### src/rtl/ps2_poly_note_tracker_pkg.sv
// Shared constants, key map and prefix FSM states for the PS/2 note tracker.
// Optional sustain pedal is enabled by defining SUSTAIN_PEDAL_EN.
package ps2_poly_note_tracker_pkg;

  localparam logic [7:0] SC_BRK    = 8'hF0;
  localparam logic [7:0] SC_EXT    = 8'hE0;
  localparam logic [7:0] SC_OCT_DN = 8'h4E;
  localparam logic [7:0] SC_OCT_UP = 8'h55;
  localparam logic [7:0] SC_SPACE  = 8'h29;

  localparam int KEY_W    = 5;
  localparam int NUM_KEYS = 25;

  typedef enum logic [1:0] {
    ST_IDLE,
    ST_BRK,
    ST_EXT,
    ST_EXT_BRK
  } pfx_state_t;

  // Piano-style layout on the home/top rows, then the bottom row
  function automatic logic [KEY_W-1:0] key_index(input logic [7:0] code);
    case (code)
      8'h1C:   return 5'd1;
      8'h1D:   return 5'd2;
      8'h1B:   return 5'd3;
      8'h24:   return 5'd4;
      8'h23:   return 5'd5;
      8'h2B:   return 5'd6;
      8'h2C:   return 5'd7;
      8'h34:   return 5'd8;
      8'h35:   return 5'd9;
      8'h33:   return 5'd10;
      8'h3C:   return 5'd11;
      8'h3B:   return 5'd12;
      8'h42:   return 5'd13;
      8'h44:   return 5'd14;
      8'h4B:   return 5'd15;
      8'h4D:   return 5'd16;
      8'h4C:   return 5'd17;
      8'h52:   return 5'd18;
      8'h5B:   return 5'd19;
      8'h5D:   return 5'd20;
      8'h5A:   return 5'd21;
      8'h1A:   return 5'd22;
      8'h22:   return 5'd23;
      8'h21:   return 5'd24;
      8'h2A:   return 5'd25;
      default: return 5'd0;
    endcase
  endfunction

  // True when the highest reachable note fits in note_w bits
  function automatic bit note_w_ok(input int note_w, input int oct_max);
    return (NUM_KEYS + 12 * oct_max) < (1 << note_w);
  endfunction

endpackage

### src/rtl/ps2_poly_note_tracker_if.sv
// Byte stream from the PS/2 receiver into the note tracker.
// The receiver side drives, the tracker side samples.
interface ps2_poly_note_tracker_if;
  logic [7:0] scan_code;
  logic       scan_valid;

  modport master (output scan_code, output scan_valid);
  modport slave  (input scan_code, input scan_valid);
endinterface

### src/rtl/ps2_make_break_decoder.sv
// Prefix FSM: turns raw set-2 bytes into make/break strobes.
// Extended (E0) codes are swallowed here and never reach the voices.
module ps2_make_break_decoder
  import ps2_poly_note_tracker_pkg::*;
(
  input  logic                     CLOCK_50,
  input  logic                     reset,
  ps2_poly_note_tracker_if.slave   scan,
  output logic                     make_stb,
  output logic                     brk_stb,
  output logic [7:0]               key_code
);

  pfx_state_t state;

  // Track prefixes and emit one registered strobe per plain key byte
  always_ff @(posedge CLOCK_50) begin
    if (reset) begin
      state    <= ST_IDLE;
      make_stb <= 1'b0;
      brk_stb  <= 1'b0;
      key_code <= 8'h00;
    end else begin
      make_stb <= 1'b0;
      brk_stb  <= 1'b0;
      if (scan.scan_valid) begin
        unique case (state)
          ST_IDLE: begin
            if (scan.scan_code == SC_BRK) begin
              state <= ST_BRK;
            end else if (scan.scan_code == SC_EXT) begin
              state <= ST_EXT;
            end else begin
              make_stb <= 1'b1;
              key_code <= scan.scan_code;
            end
          end
          ST_BRK: begin
            brk_stb  <= 1'b1;
            key_code <= scan.scan_code;
            state    <= ST_IDLE;
          end
          ST_EXT: begin
            if (scan.scan_code == SC_BRK) state <= ST_EXT_BRK;
            else                          state <= ST_IDLE;
          end
          ST_EXT_BRK: state <= ST_IDLE;
        endcase
      end
    end
  end

endmodule

### src/rtl/ps2_poly_note_tracker.sv
// Polyphonic note tracker: voice table, allocator, steal pointer, octave.
// Define SUSTAIN_PEDAL_EN to make the space bar act as a sustain pedal.
module ps2_poly_note_tracker
  import ps2_poly_note_tracker_pkg::*;
#(
  parameter int NUM_VOICES = 4,
  parameter int NOTE_W     = 7,
  parameter int OCTAVE_MAX = 3,
  parameter int OCTAVE_RST = 1
) (
  input  logic                         CLOCK_50,
  input  logic                         reset,
  ps2_poly_note_tracker_if.slave       scan,
  output logic [NUM_VOICES*NOTE_W-1:0] voice_note,
  output logic [NUM_VOICES-1:0]        voice_active,
  output logic [1:0]                   octave,
  output logic                         note_on_pulse,
  output logic                         note_off_pulse,
  output logic [NOTE_W-1:0]            event_note
);

  localparam int PW = (NUM_VOICES > 1) ? $clog2(NUM_VOICES) : 1;

  logic             make_stb;
  logic             brk_stb;
  logic [7:0]       key_code;

  logic [KEY_W-1:0]  vkey  [NUM_VOICES];
  logic [NOTE_W-1:0] vnote [NUM_VOICES];
  logic [PW-1:0]     steal_ptr;
  logic [PW-1:0]     steal_nxt;

  logic [KEY_W-1:0]  kidx;
  logic [NOTE_W-1:0] new_note;
  logic              hit;
  logic              has_free;
  logic [PW-1:0]     hit_v;
  logic [PW-1:0]     free_v;
  logic [PW-1:0]     alloc_v;

`ifdef SUSTAIN_PEDAL_EN
  logic                  sustain;
  logic [NUM_VOICES-1:0] pending;
  logic                  has_pend;
  logic [PW-1:0]         pend_v;
`endif

  ps2_make_break_decoder u_dec (
    .CLOCK_50 (CLOCK_50),
    .reset    (reset),
    .scan     (scan),
    .make_stb (make_stb),
    .brk_stb  (brk_stb),
    .key_code (key_code)
  );

  // Key lookup, current note and lowest-numbered match/free/pending voice
  always_comb begin
    kidx      = key_index(key_code);
    new_note  = NOTE_W'(kidx) + NOTE_W'(32'd12 * octave);
    hit       = 1'b0;
    hit_v     = '0;
    has_free  = 1'b0;
    free_v    = '0;
`ifdef SUSTAIN_PEDAL_EN
    has_pend  = 1'b0;
    pend_v    = '0;
`endif
    for (int v = NUM_VOICES - 1; v >= 0; v--) begin
      if (voice_active[v] && vkey[v] == kidx) begin
        hit   = 1'b1;
        hit_v = PW'(v);
      end
      if (!voice_active[v]) begin
        has_free = 1'b1;
        free_v   = PW'(v);
      end
`ifdef SUSTAIN_PEDAL_EN
      if (pending[v]) begin
        has_pend = 1'b1;
        pend_v   = PW'(v);
      end
`endif
    end
    if (steal_ptr == PW'(NUM_VOICES - 1)) steal_nxt = '0;
    else                                  steal_nxt = steal_ptr + 1'b1;
`ifdef SUSTAIN_PEDAL_EN
    alloc_v = has_free ? free_v : (has_pend ? pend_v : steal_ptr);
`else
    alloc_v = has_free ? free_v : steal_ptr;
`endif
  end

  // Flatten the note table onto the voice bus
  always_comb begin
    voice_note = '0;
    for (int v = 0; v < NUM_VOICES; v++) begin
      voice_note[v*NOTE_W +: NOTE_W] = vnote[v];
    end
  end

  // Voice table, octave and event pulses react to decoded strobes
  always_ff @(posedge CLOCK_50) begin
    if (reset) begin
      voice_active   <= '0;
      for (int v = 0; v < NUM_VOICES; v++) begin
        vkey[v]  <= '0;
        vnote[v] <= '0;
      end
      steal_ptr      <= '0;
      octave         <= 2'(OCTAVE_RST);
      note_on_pulse  <= 1'b0;
      note_off_pulse <= 1'b0;
      event_note     <= '0;
`ifdef SUSTAIN_PEDAL_EN
      sustain        <= 1'b0;
      pending        <= '0;
`endif
    end else begin
      note_on_pulse  <= 1'b0;
      note_off_pulse <= 1'b0;
      if (make_stb) begin
        if (key_code == SC_OCT_DN) begin
          if (octave != 2'd0) octave <= octave - 2'd1;
        end else if (key_code == SC_OCT_UP) begin
          if (octave != 2'(OCTAVE_MAX)) octave <= octave + 2'd1;
`ifdef SUSTAIN_PEDAL_EN
        end else if (key_code == SC_SPACE) begin
          sustain <= 1'b1;
        end else if (kidx != '0 && hit && pending[hit_v]) begin
          pending[hit_v] <= 1'b0;
          note_on_pulse  <= 1'b1;
          event_note     <= vnote[hit_v];
`endif
        end else if (kidx != '0 && !hit) begin
          voice_active[alloc_v] <= 1'b1;
          vkey[alloc_v]         <= kidx;
          vnote[alloc_v]        <= new_note;
          note_on_pulse         <= 1'b1;
          event_note            <= new_note;
`ifdef SUSTAIN_PEDAL_EN
          if (!has_free && has_pend) pending[pend_v] <= 1'b0;
          else if (!has_free)        steal_ptr <= steal_nxt;
`else
          if (!has_free) steal_ptr <= steal_nxt;
`endif
        end
      end else if (brk_stb) begin
`ifdef SUSTAIN_PEDAL_EN
        if (key_code == SC_SPACE) begin
          sustain <= 1'b0;
          if (|pending) begin
            for (int v = 0; v < NUM_VOICES; v++) begin
              if (pending[v]) begin
                voice_active[v] <= 1'b0;
                vkey[v]         <= '0;
                vnote[v]        <= '0;
              end
            end
            pending        <= '0;
            note_off_pulse <= 1'b1;
            event_note     <= '0;
          end
        end else if (kidx != '0 && hit && sustain) begin
          pending[hit_v] <= 1'b1;
        end else
`endif
        if (kidx != '0 && hit) begin
          voice_active[hit_v] <= 1'b0;
          vkey[hit_v]         <= '0;
          vnote[hit_v]        <= '0;
          note_off_pulse      <= 1'b1;
          event_note          <= vnote[hit_v];
        end
      end
    end
  end

endmodule
### src/flat_wrapper.sv
// flat-port wrapper written by rule: the top's interface ports become plain ports
module ps2_poly_note_tracker_flat import ps2_poly_note_tracker_pkg::*;
#(
  parameter int NUM_VOICES = 4,
  parameter int NOTE_W     = 7,
  parameter int OCTAVE_MAX = 3,
  parameter int OCTAVE_RST = 1
)
  (CLOCK_50, reset, voice_note, voice_active, octave, note_on_pulse, note_off_pulse, event_note, scan_scan_code, scan_scan_valid);
  ps2_poly_note_tracker_if scan_i ();
  input  logic CLOCK_50;
  input  logic reset;
  output logic [NUM_VOICES*NOTE_W-1:0] voice_note;
  output logic [NUM_VOICES-1:0] voice_active;
  output logic [1:0] octave;
  output logic note_on_pulse;
  output logic note_off_pulse;
  output logic [NOTE_W-1:0] event_note;
  input wire logic [$bits(scan_i.scan_code)-1:0] scan_scan_code;
  input wire logic [$bits(scan_i.scan_valid)-1:0] scan_scan_valid;
  assign scan_i.scan_code = scan_scan_code;
  assign scan_i.scan_valid = scan_scan_valid;
  ps2_poly_note_tracker #(.NUM_VOICES(NUM_VOICES), .NOTE_W(NOTE_W), .OCTAVE_MAX(OCTAVE_MAX), .OCTAVE_RST(OCTAVE_RST)) u_core (.CLOCK_50(CLOCK_50), .reset(reset), .scan(scan_i), .voice_note(voice_note), .voice_active(voice_active), .octave(octave), .note_on_pulse(note_on_pulse), .note_off_pulse(note_off_pulse), .event_note(event_note));
endmodule
### config.mk
export PLATFORM = sky130hd
export DESIGN_NAME = ps2_poly_note_tracker_flat
export DESIGN_NICKNAME = d
export VERILOG_FILES = /design/src/rtl/ps2_poly_note_tracker_pkg.sv /design/src/rtl/ps2_poly_note_tracker_if.sv /design/src/rtl/ps2_make_break_decoder.sv /design/src/rtl/ps2_poly_note_tracker.sv /design/src/flat_wrapper.sv
export SDC_FILE = /design/constraint.sdc
export NUM_CORES = 1
export LEC_CHECK = 0
export BUFFER_PORTS_ARGS = -buffer_cell sky130_fd_sc_hd__buf_2
export CORE_UTILIZATION = 42
export CTS_BUF_LIST = sky130_fd_sc_hd__clkbuf_4 sky130_fd_sc_hd__clkbuf_8
export DETAILED_ROUTE_END_ITERATION = 12
export MAX_ROUTING_LAYER = met4
export PLACE_DENSITY = 0.71
export SKIP_CTS_REPAIR_TIMING = 1
export SYNTH_ARGS = -nofsm -noshare
export SYNTH_HDL_FRONTEND = slang
export SYNTH_HIERARCHICAL = 1
export SYNTH_SLANG_ARGS = --single-unit
### constraint.sdc
create_clock -name CLOCK_50 -period 4.1 [get_ports CLOCK_50]
set_input_delay 1.025 -clock CLOCK_50 [delete_from_list [all_inputs] [get_ports CLOCK_50]]
set_output_delay 1.025 -clock CLOCK_50 [all_outputs]
set_load 0.01 [all_outputs]
## Word-level counts from Yosys, hierarchy flattened

Memories as Yosys holds them, arrays and structs flattened.
Index checks and enable logic that the tools add are counted.

| word-level totals | value |
|---|---|
| word-level logic and storage cells | 176 |
| input port bits | 11 |
| memory bits (writable) | 48 |
| memories kept | 2 |
| flip-flop bits (word level) | 29 |
| output and inout bits | 43 |

Memories:

| name | depth | bits a word | rd ports | clocked after Yosys merged registers in | write ports | line | text |
|---|---|---|---|---|---|---|---|
| u_core.vnote | 4 | 7 | 5 | 0 | 4 | ps2_poly_note_tracker.sv:29 | `logic [NOTE_W-1:0] vnote [NUM_VOICES];` |
| u_core.vkey | 4 | 5 | 4 | 0 | 4 | ps2_poly_note_tracker.sv:28 | `logic [KEY_W-1:0] vkey [NUM_VOICES];` |

| cells by class | value |
|---|---|
| multiplexer cells | 73 |
| reduce and logical (&&, ||, !) cells | 29 |
| bitwise operators | 8 |
| equal/unequal tests | 45 |
| order comparisons | 4 |
| $mul | 1 |
| $add $sub $neg | 4 |

Operators by type and width:

| cell | number |
|---|---|
| 5-bit case mux with 25 select lines | 1 |
| 8-bit by 6-bit equality test with 1-bit output (second input constant) | 12 |
| 8-bit by 7-bit equality test with 1-bit output (second input constant) | 11 |
| 7-bit two-way mux | 8 |
| 2-bit two-way mux | 21 |
| 8-bit by 5-bit equality test with 1-bit output (second input constant) | 4 |
| 1-bit two-way mux | 29 |
| 4-bit two-way mux | 6 |
| 5-bit equality test | 4 |
| 8-bit equality test (second input constant) | 2 |
| 8-bit two-way mux | 2 |
| 8-bit case mux with 2 select lines | 1 |
| 7-bit OR reduction | 2 |
| 2-bit != test (second input constant) | 6 |
| 2-bit nonzero test | 6 |
| 5-bit two-way mux | 2 |
| 5-bit AND reduction | 2 |
| 5-bit OR reduction | 2 |
| 1-bit logical AND | 8 |
| 4-bit AND reduction | 2 |
| 5-bit by 6-bit adder with 7-bit output | 1 |
| 2-bit equality test (second input constant) | 3 |
| 2-bit by 3-bit less-than comparator with 1-bit output (second input constant) | 2 |
| 2-bit case mux with 3 select lines | 1 |
| 18 further kinds | 26 |

## Logic depth before layout (Yosys ltp)

| logic depth | value |
|---|---|
| word-level depth | 19 |
| mapped depth | 16 |
| depth with buffers taken out | 13 |

## Cells and area by module

The synthesis kept the hierarchy.

By module, submodules not included:

| module | area an instance (um^2) | instances | cells an instance |
|---|---|---|---|
| ps2_poly_note_tracker | 3,739.8 | 1 | 393 |
| ps2_make_break_decoder | 530.5 | 1 | 54 |

## Worst setup path before layout

OpenSTA, ideal clock, no wires.

| path | value |
|---|---|
| path kind | reg2reg |
| start | register u_core.u_dec.key_code[2] |
| end | memory u_core.vkey[1][2], enable pin |
| cell stages (with the launch flop) | 14 |
| setup slack | 0.250 ns |
| data arrival time | 3.511 ns |
| required time | 3.761 ns |
| path buffers | 3 |
| path through | dfxtp_1 -> buf_6 -> nand2b_4 -> or4_4 -> a2111oi_4 -> a211oi_2 -> xor2_1 -> and4_1 -> or3_1 -> buf_2 -> o41a_1 -> or2_1 -> buf_6 -> nand2_1 |

RTL lines:

| item | line | text |
|---|---|---|
| from (decl) | ps2_make_break_decoder.sv:11 | `output logic [7:0] key_code` |
| from (signal assigned) | ps2_make_break_decoder.sv:35 | `key_code <= scan.scan_code;` |
| from (signal assigned) | ps2_make_break_decoder.sv:40 | `key_code <= scan.scan_code;` |
| to (decl) | ps2_poly_note_tracker.sv:28 |  |

==> flow_summary_export.csv <==
group,metric,value,unit
run_status,status,"finished, final reports clean",
yosys,async_flop_share,0,%
global_route,grt_use_total,23.86,%
sta,maxSlewHeadroom,58.68,%
sta,period_needed,3918,ps
routing,vias_per_cell,5.930,
yosys,syn_avg_cell_area,9.553,sq um
floorplan,core,9819,sq um
yosys,ys_seq_area_share,41.72,%
sta,finalHoldViolations,0,
pwr,max-vdd-ir-drop,0.0002122,V
floorplan,die_h,102.8,um
routing,vias,3813,
place,hpwl,8494,um
place,pre_cts_ws,125.1,ps
setup_path,crit_fanout,14,
finish,final_nets,524,
global_route,grt_max_degree,41,
yosys,syn_nets,466,
sta,fmax,255.2,MHz
sta,tightest_slew,617.5,ps
floorplan,fp-row-count,36,
clocking,max-clock-path-buffers,2,
finish,drive_gt1_share,26.27,%
routing,drc,0,
pwr,p_leak,0.001958,uW
finish,area.growth.synth_to_final,18.17,%
yosys,synth.distinct_cells,74,
floorplan,dieArea,10580,sq um
clocking,clock_tree.root_cell,"clkbuf_8",
global_route,grt_pass1_vias,3586,
pwr,clockPowerShare,41.0,%
routing,final_antenna_net_count,0,
routing,drt_iter0_drc,372,
pwr,finalPower,1602,uW
sta,tns,0,ps
routing,drt_wl_total,11760,um
pwr,combPwrFrac,10.7,%
floorplan,die_w,102.8,um
yosys,synth_area,4270,sq um
place,io_buffers,53,
sta,worst_slack,182.1,ps
finish,stdcell_area,5046,sq um
floorplan,io_pins,54,
global_route,antenna_found_initial,0,
pwr,p_sw,427.3,uW
place,gp_congestion,0.9315,
clocking,clkLatencyLatePin,360,ps
finish,diodes,0,
pwr,internal_power,1175,uW
setup_path,start_kind,"flip-flop",
setup_path,cp.arrival,3990,ps
yosys,synthFlopType,"edfxtp_1",
setup_path,crit_required,4170,ps
finish,final_cell_mix,"buf_2 (53), nand2_1 (40), edfxtp_1 (40)",
clocking,clk_pin_slew_worst_paths,80,ps
clocking,cts_tree,"yes",
yosys,ys_ff_latch,69,
global_route,grt_pass1_wl,18540,um
yosys,synth-edff-count,40,
sta,setup_viol,0,
setup_path,crit_path_end_kind,"flip-flop",
clocking,htree_levels,3,
clocking,cts_made_buffers,9,
pwr,seqPwrFrac,48.4,%
yosys,yosys_warnings,6,
sta,final.setup_skew,9.069,ps
sta,slew_viol_final,0,
yosys,yosys.area.top_type_share,28.13,%
sta,rsz0062_at_grt,"no",
routing,firstDrtPassIters,5,
routing,wl_per_cell,18.29,um
yosys,synthCells,447,
hold_path,hp-class,"reg -> reg",
yosys,synth_area_leader_cell,"edfxtp_1",
setup_path,path_class,"reg -> reg",
global_route,overflow,0,
clocking,cts_num_sinks,69,
flow_run,maxCapViolCount,0,
yosys,synthTopCellsByArea,"edfxtp_1 (28%), dfxtp_1 (14%), nand2_1 (3.5%)",
finish,mostFrequentLayoutCell,"buf_2",
floorplan,start_util,43.49,%
sta,min_period_over_period,95.56,%
pwr,p_per_area,317.6,nW/um^2
place,place_area,4766,sq um
pwr,netSwitchingFraction,26.67,%
flip-flops by register name (all words and copies together) (netlist names):
name                   cells
u_core/vnote              24
u_core/u_dec/key_code      8
u_core/note_off_pulse      1
u_core/u_dec/state         2
u_core/u_dec/make_stb      1
u_core/u_dec/brk_stb       1
u_core/event_note          7
u_core/octave              2
u_core/steal_ptr           2
u_core/note_on_pulse       1
u_core/vkey               16
u_core/voice_active        4
worst max-delay path, stage by stage (launching register included):
cell and delay [ps]:
dfxtp_1 430, or3b_2 510, a2111o_1 410, nand2_1 280, or3_1 170, a22oi_1 150
and4_1 300, or3_1 410, o41a_1 440, or2_1 260, nand2_1 90, buf_4 190
stage by stage:
stage	hold WS, ps	utilization (%)	cells
global placement	480.6	48.53	627
CTS	517.7	50.87	643
floorplan	447.5	-	447
detailed placement	508.5	48.53	627
finish	519.0	51.39	643
global route	539.2	51.39	643
cell usage after synthesis (all sizes together), types with 5 or more instances:
library cell and n:
nor2 28, ha 7, a21oi 13, nand2b 10
inv 26, nand3 7, nor2b 10, clkbuf 12
o21ai 23, buf 24, a32o 5, mux2i 10
nor3 34, a31oi 14, or3 14, nand2 40
edfxtp 40, xnor2 9, xor2 8, dfxtp 29
o221ai 7
power by group through the flow:
stage | clock network (uW) | registers, uW | logic, uW
after global placement | 0 | 790 | 162
final | 656 | 775 | 171
after CTS | 661 | 775 | 167
after global routing | 686 | 779 | 184
after floorplan | 0 | 785 | 106
after detailed placement | 0 | 791 | 165
worst paths after layout:
kind                                  from              endpoint  slack [ps]  depth (start not counted)
setup reg to reg  u_core/u_dec/key_code[4]    u_core/vnote[1][5]         180                         11
setup / recovery  u_core/u_dec/key_code[4]    u_core/vnote[1][5]         180                         11
hold / removal       u_core/u_dec/state[0]  u_core/u_dec/brk_stb         520                          2
hold reg to reg      u_core/u_dec/state[0]  u_core/u_dec/brk_stb         520                          2
per-layer routing:
layer	routed length [um]	GRT usage (%)
met5	0	-
met3	786	3.729
met1	5181	31.76
met2	5511	36.15
met4	278	10.08
cell type report:
type / instances / area [sq um]
fill: 922 / 4773
multi-input combinational: 316 / 2242
sequential: 69 / 1783
timing repair buffer: 83 / 528.0
tap: 133 / 166.4
clock buffer: 9 / 123.9
clock inverter: 7 / 105.1
inverter: 26 / 97.59
cell families (layout without fill, tap and decap cells):
family                     count (synthesis)  after routing  synth area share (%)
muxes                                     10             10                 2.344
adders and majority gates                  8              8                 2.520
xor gates and xnor gates                  17             17                 3.487
DFF                                       69             69                 41.72
and+or+nand+nor                          183            183                 25.29
buffers and inverters                     62            125                 6.944
AOI/OAI and AO/OA                         98             98                 17.70
Power figures use the tool's default switching activity.
